--- config.mk ---
export PLATFORM = sky130hd
export DESIGN_NAME = battleship_turn_engine
export DESIGN_NICKNAME = d
export VERILOG_FILES = /design/src/rtl/battleship_turn_engine.sv
export SDC_FILE = /design/constraint.sdc
export NUM_CORES = 1
export LEC_CHECK = 0
export ABC_AREA = 1
export BUFFER_PORTS_ARGS = -buffer_cell sky130_fd_sc_hd__buf_4
export CAP_MARGIN = 15
export CORE_ASPECT_RATIO = 1.1
export CORE_MARGIN = 4
export CORE_UTILIZATION = 35
export DETAILED_ROUTE_END_ITERATION = 8
export MAX_ROUTING_LAYER = met4
export PLACE_DENSITY = 0.46
export SKIP_LAST_GASP = 1
export SYNTH_ARGS = -nofsm -noshare
export SYNTH_HDL_FRONTEND = slang
export SYNTH_SLANG_ARGS = --single-unit
--- constraint.sdc ---
create_clock -name CLOCK_50 -period 11.6 [get_ports CLOCK_50]
set_input_delay 1.16 -clock CLOCK_50 [delete_from_list [all_inputs] [get_ports CLOCK_50]]
set_output_delay 1.16 -clock CLOCK_50 [all_outputs]
set_load 0.05 [all_outputs]
--- src/rtl/battleship_turn_engine.sv ---
// Turn-based Battleship engine for NUM_PLAYERS players: holds ship and shot maps,
// arbitrates shots in turn order, reports results and detects the winner.
module battleship_turn_engine #(
    parameter int unsigned GRID_W            = 10,
    parameter int unsigned GRID_H            = 10,
    parameter int unsigned NUM_PLAYERS       = 2,
    parameter int unsigned EXTRA_TURN_ON_HIT = 0
) (
    input  logic       CLOCK_50,
    input  logic       resetn,
    input  logic       start,
    input  logic       place_we,
    input  logic [1:0] place_player,
    input  logic [3:0] place_x,
    input  logic [3:0] place_y,
    input  logic       place_done,
    input  logic       shot_valid,
    input  logic [3:0] shot_x,
    input  logic [3:0] shot_y,
    output logic       shot_ready,
    output logic       result_valid,
    output logic [1:0] result_code,
    output logic [1:0] result_target,
    output logic [3:0] result_x,
    output logic [3:0] result_y,
    output logic [1:0] cur_player,
    output logic       game_over,
    output logic [1:0] winner
);

    localparam int unsigned CELLS = GRID_W * GRID_H;
    localparam int unsigned TOTAL = NUM_PLAYERS * CELLS;
    localparam int unsigned IDX_W = $clog2(TOTAL);

    localparam logic [2:0] S_IDLE   = 3'd0;
    localparam logic [2:0] S_PLACE  = 3'd1;
    localparam logic [2:0] S_TURN   = 3'd2;
    localparam logic [2:0] S_CHECK  = 3'd3;
    localparam logic [2:0] S_REPORT = 3'd4;
    localparam logic [2:0] S_OVER   = 3'd5;

    localparam logic [1:0] CODE_MISS   = 2'b00;
    localparam logic [1:0] CODE_HIT    = 2'b01;
    localparam logic [1:0] CODE_REPEAT = 2'b10;
    localparam logic [1:0] CODE_RANGE  = 2'b11;

    logic [2:0]       state;
    logic [2:0]       state_next;
    logic [TOTAL-1:0] ship_map;
    logic [TOTAL-1:0] shot_map;
    logic [7:0]       remaining [NUM_PLAYERS];

    logic [3:0]       shot_x_q;
    logic [3:0]       shot_y_q;
    logic [1:0]       shot_tgt_q;
    logic [1:0]       code_q;

    logic [3:0]       alive;
    logic [2:0]       alive_cnt;
    logic [1:0]       next_player;
    logic [1:0]       cand;
    logic             found;

    logic             place_ok;
    logic             place_new;
    logic [IDX_W-1:0] place_idx;
    logic             counts_ok;

    logic             shot_in_range;
    logic [IDX_W-1:0] shot_idx;
    logic [1:0]       shot_code;

    logic             shot_accept;
    logic             turn_passes;

    // Liveness and the next non-eliminated player after the current one.
    always_comb begin
        alive     = '0;
        alive_cnt = '0;
        for (int unsigned p = 0; p < NUM_PLAYERS; p++) begin
            alive[p]  = (remaining[p] != 8'd0);
            alive_cnt = alive_cnt + 3'(alive[p]);
        end
        next_player = cur_player;
        found       = 1'b0;
        cand        = '0;
        for (int unsigned k = 1; k < NUM_PLAYERS; k++) begin
            cand = 2'((32'(cur_player) + k) % NUM_PLAYERS);
            if (!found && alive[cand]) begin
                next_player = cand;
                found       = 1'b1;
            end
        end
    end

    // Placement write qualification; place_done sees the count after this cycle's write.
    always_comb begin
        place_ok  = (state == S_PLACE) && place_we
                    && (3'(place_player) < 3'(NUM_PLAYERS))
                    && (5'(place_x) < 5'(GRID_W))
                    && (5'(place_y) < 5'(GRID_H));
        place_idx = IDX_W'(32'(place_player) * CELLS + 32'(place_y) * GRID_W + 32'(place_x));
        place_new = place_ok && !ship_map[place_idx];
        counts_ok = 1'b1;
        for (int unsigned p = 0; p < NUM_PLAYERS; p++) begin
            if ((remaining[p] == 8'd0) && !(place_new && (place_player == 2'(p)))) begin
                counts_ok = 1'b0;
            end
        end
    end

    // Shot classification against the latched target board.
    always_comb begin
        shot_in_range = (5'(shot_x_q) < 5'(GRID_W)) && (5'(shot_y_q) < 5'(GRID_H));
        shot_idx      = IDX_W'(32'(shot_tgt_q) * CELLS + 32'(shot_y_q) * GRID_W + 32'(shot_x_q));
        if (!shot_in_range) begin
            shot_code = CODE_RANGE;
        end else if (shot_map[shot_idx]) begin
            shot_code = CODE_REPEAT;
        end else if (ship_map[shot_idx]) begin
            shot_code = CODE_HIT;
        end else begin
            shot_code = CODE_MISS;
        end
    end

    assign shot_accept = (state == S_TURN) && shot_valid && shot_ready;
    assign turn_passes = (code_q == CODE_MISS)
                         || ((code_q == CODE_HIT) && (EXTRA_TURN_ON_HIT == 0));

    always_comb begin
        state_next = state;
        case (state)
            S_IDLE, S_OVER: if (start) state_next = S_PLACE;
            S_PLACE:        if (place_done && counts_ok) state_next = S_TURN;
            S_TURN:         if (shot_accept) state_next = S_CHECK;
            S_CHECK:        state_next = S_REPORT;
            S_REPORT:       state_next = (alive_cnt == 3'd1) ? S_OVER : S_TURN;
            default:        state_next = S_IDLE;
        endcase
    end

    always_ff @(posedge CLOCK_50) begin
        if (!resetn) begin
            state         <= S_IDLE;
            ship_map      <= '0;
            shot_map      <= '0;
            for (int unsigned p = 0; p < NUM_PLAYERS; p++) remaining[p] <= '0;
            shot_x_q      <= '0;
            shot_y_q      <= '0;
            shot_tgt_q    <= '0;
            code_q        <= '0;
            shot_ready    <= 1'b0;
            result_valid  <= 1'b0;
            result_code   <= '0;
            result_target <= '0;
            result_x      <= '0;
            result_y      <= '0;
            cur_player    <= '0;
            game_over     <= 1'b0;
            winner        <= '0;
        end else begin
            state        <= state_next;
            shot_ready   <= (state_next == S_TURN);
            result_valid <= (state == S_REPORT);
            case (state)
                S_IDLE, S_OVER: begin
                    if (start) begin
                        ship_map   <= '0;
                        shot_map   <= '0;
                        for (int unsigned p = 0; p < NUM_PLAYERS; p++) remaining[p] <= '0;
                        cur_player <= '0;
                        game_over  <= 1'b0;
                    end
                end
                S_PLACE: begin
                    if (place_new) begin
                        ship_map[place_idx] <= 1'b1;
                        for (int unsigned p = 0; p < NUM_PLAYERS; p++) begin
                            if (place_player == 2'(p)) remaining[p] <= remaining[p] + 8'd1;
                        end
                    end
                end
                S_TURN: begin
                    if (shot_accept) begin
                        shot_x_q   <= shot_x;
                        shot_y_q   <= shot_y;
                        shot_tgt_q <= next_player;
                    end
                end
                S_CHECK: begin
                    code_q <= shot_code;
                    if (!shot_code[1]) shot_map[shot_idx] <= 1'b1;
                    if (shot_code == CODE_HIT) begin
                        for (int unsigned p = 0; p < NUM_PLAYERS; p++) begin
                            if (shot_tgt_q == 2'(p)) remaining[p] <= remaining[p] - 8'd1;
                        end
                    end
                end
                S_REPORT: begin
                    result_code   <= code_q;
                    result_target <= shot_tgt_q;
                    result_x      <= shot_x_q;
                    result_y      <= shot_y_q;
                    // The shooter is never eliminated by its own shot, so it is the survivor.
                    if (alive_cnt == 3'd1) begin
                        game_over <= 1'b1;
                        winner    <= cur_player;
                    end else if (turn_passes) begin
                        cur_player <= next_player;
                    end
                end
                default: ;
            endcase
        end
    end

endmodule

==> results of run 1 <==
==> stage by stage <==
step	hold WS (ns)	instance area, um2	worst slack, ns
floorplan	0.4268	23060	7.038
global route	0.4634	25520	5.798
detailed placement	0.4370	23700	5.544
CTS	0.4461	25500	6.064
global placement	0.4337	23690	5.568
finish	0.4465	25520	6.123
==> synthesized netlist by cell type, types with 15 or more instances <==
| library cell | number |
|---|---|
| a21oi_1 | 440 |
| buf_2 | 77 |
| buf_4 | 19 |
| clkbuf_1 | 136 |
| dfxtp_1 | 434 |
| edfxtp_1 | 16 |
| ha_1 | 32 |
| inv_1 | 497 |
| nand2_1 | 611 |
| nand3_1 | 266 |
| nand4_1 | 17 |
| nor2_1 | 428 |
| o21ai_0 | 176 |
| o21ai_1 | 15 |
| o22ai_1 | 198 |
| xor2_1 | 21 |
==> per-layer routing <==
metal	vias up	GRT usage (%)	part of all wire (%)	wire length, um
met5	-	-	0	0
met4	0	5.970	2.5	2117
met3	139	2.855	5.0	4263
met2	608	41.42	50	41820
met1	10710	29.99	43	36230
li1	10970	-	-	-
==> worst max-delay path, cell delays in order <==
cell and delay, ns:
buf_4 0.13, ha_1 0.26, inv_1 0.04, fa_1 0.47
inv_1 0.07, fa_1 0.60, nand2_1 0.16, inv_1 0.55
nand2_1 0.12, nand2_1 0.14, nor2_1 0.06, nor2_1 0.08
nor2_1 0.05, nand2_1 0.09, nand2_1 0.06, nand2_1 0.11
nor2_2 0.06, nand2_1 0.08, inv_2 0.05, o21ai_2 0.61
inv_2 0.63, nand3_1 0.22, a21oi_1 0.08
==> logic make-up (layout without fill, tap and decap cells) <==
logic type	Yosys count	count (layout)	synth area share [%]
AO/OA/AOI/OAI	852	852	19.84
buffers and inverters	746	684	12.98
adder cells (fa/ha/maj)	40	40	2.431
XOR/XNOR	30	30	1.140
flip-flops	450	450	39.77
AND/OR/NAND/NOR	1348	1348	23.85
==> path summary, 6_finish.rpt <==
| kind | from | to | slack, ns | depth (start not counted) |
|---|---|---|---|---|
| max | place_y[2] | ship_map[64] | 6.12 | 23 |
| min | shot_map[192] | shot_map[192] | 0.45 | 2 |
| max reg2reg | shot_y_q[3] | shot_map[156] | 6.12 | 15 |
| min reg2reg | shot_map[192] | shot_map[192] | 0.45 | 2 |
==> sequential cells by signal, summed over array words and instances, names as in the netlist, 3 cells and up <==
name,count
ship_map,200
shot_y_q,4
result_y,4
shot_x_q,4
shot_map,200
state,3
result_x,4
remaining,16
==> layout make-up <==
cell class | instances | area (um2)
fill | 6984 | 39590
multi-input combinational | 2270 | 10960
inverter | 505 | 1906
sequential | 450 | 9169
timing repair buffer | 81 | 619.3
tap | 850 | 1064
clock inverter | 6 | 52.55
clock buffer | 92 | 1747
==> power by group <==
group	leakage, uW	internal [uW]	switching (uW)	total, uW
clock network	0.000889	1020	706	1720
registers	0.00367	1570	9.44	1570
logic	0.00421	78.1	355	433
==> flow_metrics.env, run 1 <==
export IMPL_max_freq_ghz=0.1826
export IMPL_synth_edf_count=16
export IMPL_start_kind="input pin"
export IMPL_core_area_um2=65110
export IMPL_die_y_um=277.2
export IMPL_fin_util_pct=39.20
export IMPL_synth_ff_type="dfxtp_1"
export IMPL_worst_pin_slew_ns=1.228
export IMPL_drtAntennaViolNets=0
export IMPL_rows=98
export IMPL_io_buffers=42
export IMPL_firstDrtPassIters=5
export IMPL_mostFrequentLayoutCell="nand2_1"
export IMPL_cts_buffers=54
export IMPL_synth_seq_cells=450
export IMPL_dp_cells=4154
export IMPL_final_cell_count_no_fill=4254
export IMPL_worst_slew_margin_rel_pct=18.08
export IMPL_slew_viol_final=0
export IMPL_synth_cell_types=39
export IMPL_finClkSkew_ns=0.03855
export IMPL_avgSynthCellArea_um2=6.652
export IMPL_hpwl_um=48240
export IMPL_yosysSeqAreaShare_pct=39.77
export IMPL_post_route_period_util_pct=47.22
export IMPL_routed_wl_um=84430
export IMPL_clk_pin_slew_ns=0.06
export IMPL_grt_max_degree=160
export IMPL_tns_ns=0
export IMPL_clk_latency_ns=0.63
export IMPL_worstPathArrival_ns=5.91
export IMPL_async_flop_share_pct=0
export IMPL_die_w_um=252.7
export IMPL_via_count=22430
export IMPL_required_ns=12.03
export IMPL_drive_gt1_share_pct=5.817
export IMPL_area_growth_pct=10.69
export IMPL_p_per_area_nw_per_um2=146.2
export IMPL_grt_pass1_vias=21360
export IMPL_antenna_cells=0
export IMPL_crit_type="in -> reg"
export IMPL_ios=43
export IMPL_postCtsSetupRepairBufs=0
export IMPL_hold_class="reg -> reg"
export IMPL_h_tree_depth=2
export IMPL_hold_buffers=0
export IMPL_design_die_area_um2=70050
export IMPL_p_leak_uw=0.008770
export IMPL_cts_tree="done"
export IMPL_synth_fp_nets=3530
export IMPL_hold_violations=0
export IMPL_vdd_drop_max_v=0.0001155
export IMPL_drtIter0Drc=1893
export IMPL_grt_first_pass_wirelength_um=128600
export IMPL_cap_violations=0
export IMPL_postSynthCellCount=3466
export IMPL_post_cts_resized_instances=0
export IMPL_syn_area_um2=23060
export IMPL_synth_top_area_cell="dfxtp_1"
export IMPL_finalSetupViolCount=0
export IMPL_rsz0062_at_grt="false"
export IMPL_most_common_layout_cells="nand2_1, inv_1, a21oi_1"
export IMPL_clkSinkCount=450
export IMPL_path_max_fanout=44
export IMPL_viasPerCell=5.272
export IMPL_crit_path_end_kind="flop"
export IMPL_antenna_found_initial=2
export IMPL_grt_overflow_total=0
export IMPL_power_total_uw=3731
export IMPL_grtUsageTotal_pct=24.00
export IMPL_drc_errors=0
export IMPL_status="completed"
export IMPL_period_needed_ns=5.477
export IMPL_yosysWarnings=0
export IMPL_root_buffer="clkbuf_16"
export IMPL_cts_buffer_depth=3
export IMPL_synth_top_cells_by_area="dfxtp_1, nand2_1, a21oi_1"
export IMPL_nNetsFinal=3426
export IMPL_gp_congestion=0.8648
export IMPL_synth_top_cell_area_share_pct=37.68
export IMPL_wl_per_cell_um=19.85
export IMPL_initial_core_util_pct=35.41
Note: power is estimated with default switching activity, not from simulation.
==> run 2, diff against run 1 <==
==> constraint.sdc (replaced) <==
create_clock -name CLOCK_50 -period 5.6 [get_ports CLOCK_50]
set_input_delay 0.56 -clock CLOCK_50 [delete_from_list [all_inputs] [get_ports CLOCK_50]]
set_output_delay 0.56 -clock CLOCK_50 [all_outputs]
set_load 0.05 [all_outputs]
==> run 2 against run 1 <==
  * Global-route usage is 0.24 points higher
  * Clock power rose by 91%
  * Sequential cell count did not move
  * Combinational power rose by 120%
  * Sequential power grew 110%
==> flow_metrics.env, run 2 (same netlist as run 1, synthesis figures left out) <==
export IMPL_whs_path_depth=3
export IMPL_worst_slew_margin_rel_pct=23.09
export IMPL_grt_pass1_vias=21470
export IMPL_firstDrtPassIters=5
export IMPL_antenna_found_initial=0
export IMPL_core_area_um2=65110
export IMPL_initial_core_util_pct=35.41
export IMPL_grt_max_degree=201
export IMPL_dp_cells=4207
export IMPL_clkSinkCount=450
export IMPL_h_tree_depth=2
export IMPL_drtIter0Drc=1852
export IMPL_ios=43
export IMPL_die_y_um=277.2
export IMPL_hold_ws_ns=0.2231
export IMPL_final_cell_count_no_fill=4296
export IMPL_rsz0062_at_grt="false"
export IMPL_drc_errors=0
export IMPL_most_common_layout_cells="nand2_1, inv_1, a21oi_1"
export IMPL_drtAntennaViolNets=0
export IMPL_vdd_drop_max_v=0.0002307
export IMPL_max_freq_ghz=0.1971
export IMPL_reg2reg_depth=20
export IMPL_status="completed"
export IMPL_cts_tree="done"
export IMPL_clk_pin_slew_ns=0.06
export IMPL_slew_viol_final=0
export IMPL_layout_setup_ws_ns=0.5266
export IMPL_grt_overflow_total=0
export IMPL_p_per_area_nw_per_um2=289.5
export IMPL_clk_latency_ns=0.62
export IMPL_dp_slack_ns=0.5465
export IMPL_die_w_um=252.7
export IMPL_finClkSkew_ns=0.02648
export IMPL_root_buffer="clkbuf_16"
export IMPL_largestRegisters="ship_map: 200 flops, shot_map: 200 flops, remaining: 16 flops"
export IMPL_cap_violations=0
export IMPL_postCtsSetupRepairBufs=0
export IMPL_drive_gt1_share_pct=6.790
export IMPL_cts_buffer_depth=3
export IMPL_fillers=6913
export IMPL_required_ns=6.04
export IMPL_hpwl_um=52090
export IMPL_area_growth_pct=11.98
export IMPL_worstPathArrival_ns=5.51
export IMPL_nNetsFinal=3475
export IMPL_design_die_area_um2=70050
export IMPL_worst_pin_slew_ns=1.154
export IMPL_mostFrequentLayoutCell="nand2_1"
export IMPL_hold_buffers=0
export IMPL_crit_type="reg -> reg"
export IMPL_routed_wl_um=85860
export IMPL_power_total_uw=7476
export IMPL_crit_path_end_kind="flop"
export IMPL_io_buffers=42
export IMPL_wl_per_cell_um=19.99
export IMPL_grtUsageTotal_pct=24.24
export IMPL_rows=98
export IMPL_period_needed_ns=5.073
export IMPL_tns_ns=0
export IMPL_antenna_cells=0
export IMPL_via_count=22760
export IMPL_hold_class="in -> reg"
export IMPL_p_leak_uw=0.008969
export IMPL_post_route_period_util_pct=90.60
export IMPL_cts_buffers=52
export IMPL_gp_congestion=0.8594
export IMPL_finalSetupViolCount=0
export IMPL_start_kind="flop"
export IMPL_grt_first_pass_wirelength_um=130200
export IMPL_post_cts_resized_instances=0
export IMPL_path_max_fanout=120
export IMPL_hold_violations=0
export IMPL_viasPerCell=5.298
[run 2: changes by cell type in the layout (fill, tap and decap cells not counted), sizes merged]
cell      delta
clkinvlp     +1
buf         +51
clkbuf      -10
[run 2: worst paths after layout]
| kind | start | to | slack (ns) |
|---|---|---|---|
| setup / recovery | shot_y_q[2] | shot_map[159] | 0.53 |
| setup reg to reg | shot_y_q[2] | shot_map[159] | 0.53 |
| hold reg to reg | shot_map[3] | shot_map[3] | 0.45 |
| hold / removal | shot_x[1] | shot_x_q[1] | 0.22 |
[run 2: critical path, stage by stage (launching register included)]
cell and delay [ns]:
dfxtp_1 0.37, ha_1 0.30, inv_1 0.04, fa_1 0.47, inv_1 0.06, fa_1 0.62
inv_1 0.10, nand2_1 0.06, inv_1 0.40, buf_4 0.34, o21ai_0 0.07, nand2_1 0.07
o21ai_0 0.35, nand4_1 0.23, nand2_1 0.11, nand2_1 0.09, o21ai_0 0.37, nand2_4 0.21
buf_12 0.28, nand3_1 0.15, a21oi_1 0.08
[run 2: layout make-up]
| type | count | area, um2 | area share, % |
|---|---|---|---|
| sequential | 450 | 9169 | 35.51 |
| timing repair buffer | 132 | 1132 | 4.386 |
| clock inverter | 7 | 45.04 | 0.1745 |
| tap | 850 | 1064 | 4.119 |
| clock buffer | 82 | 1549 | 6.000 |
| multi-input combinational | 2270 | 10950 | 42.43 |
| inverter | 505 | 1906 | 7.381 |
[run 2: metrics by stage]
stage / util [%] / cell area, um2
global placement: 37.19 / 24210
floorplan: - / 23060
detailed placement: 37.21 / 24220
finish: 39.65 / 25820
global route: 39.65 / 25820
CTS: 39.65 / 25820
[run 2: per-layer routing]
layer / GRT usage (%) / vias to the layer above / routed length [um]
met2: 39.92 / 706 / 40900
met3: 3.137 / 159 / 4798
met1: 31.34 / 10820 / 37470
li1: - / 11070 / -
met4: 6.960 / 0 / 2692
met5: - / - / 0
[run 2: report_power, final]
group / internal [uW] / switching [uW] / total (uW)
clock network: 1880 / 1400 / 3280
registers: 3240 / 19.8 / 3260
logic: 193 / 744 / 937
total: 5310 / 2160 / 7480
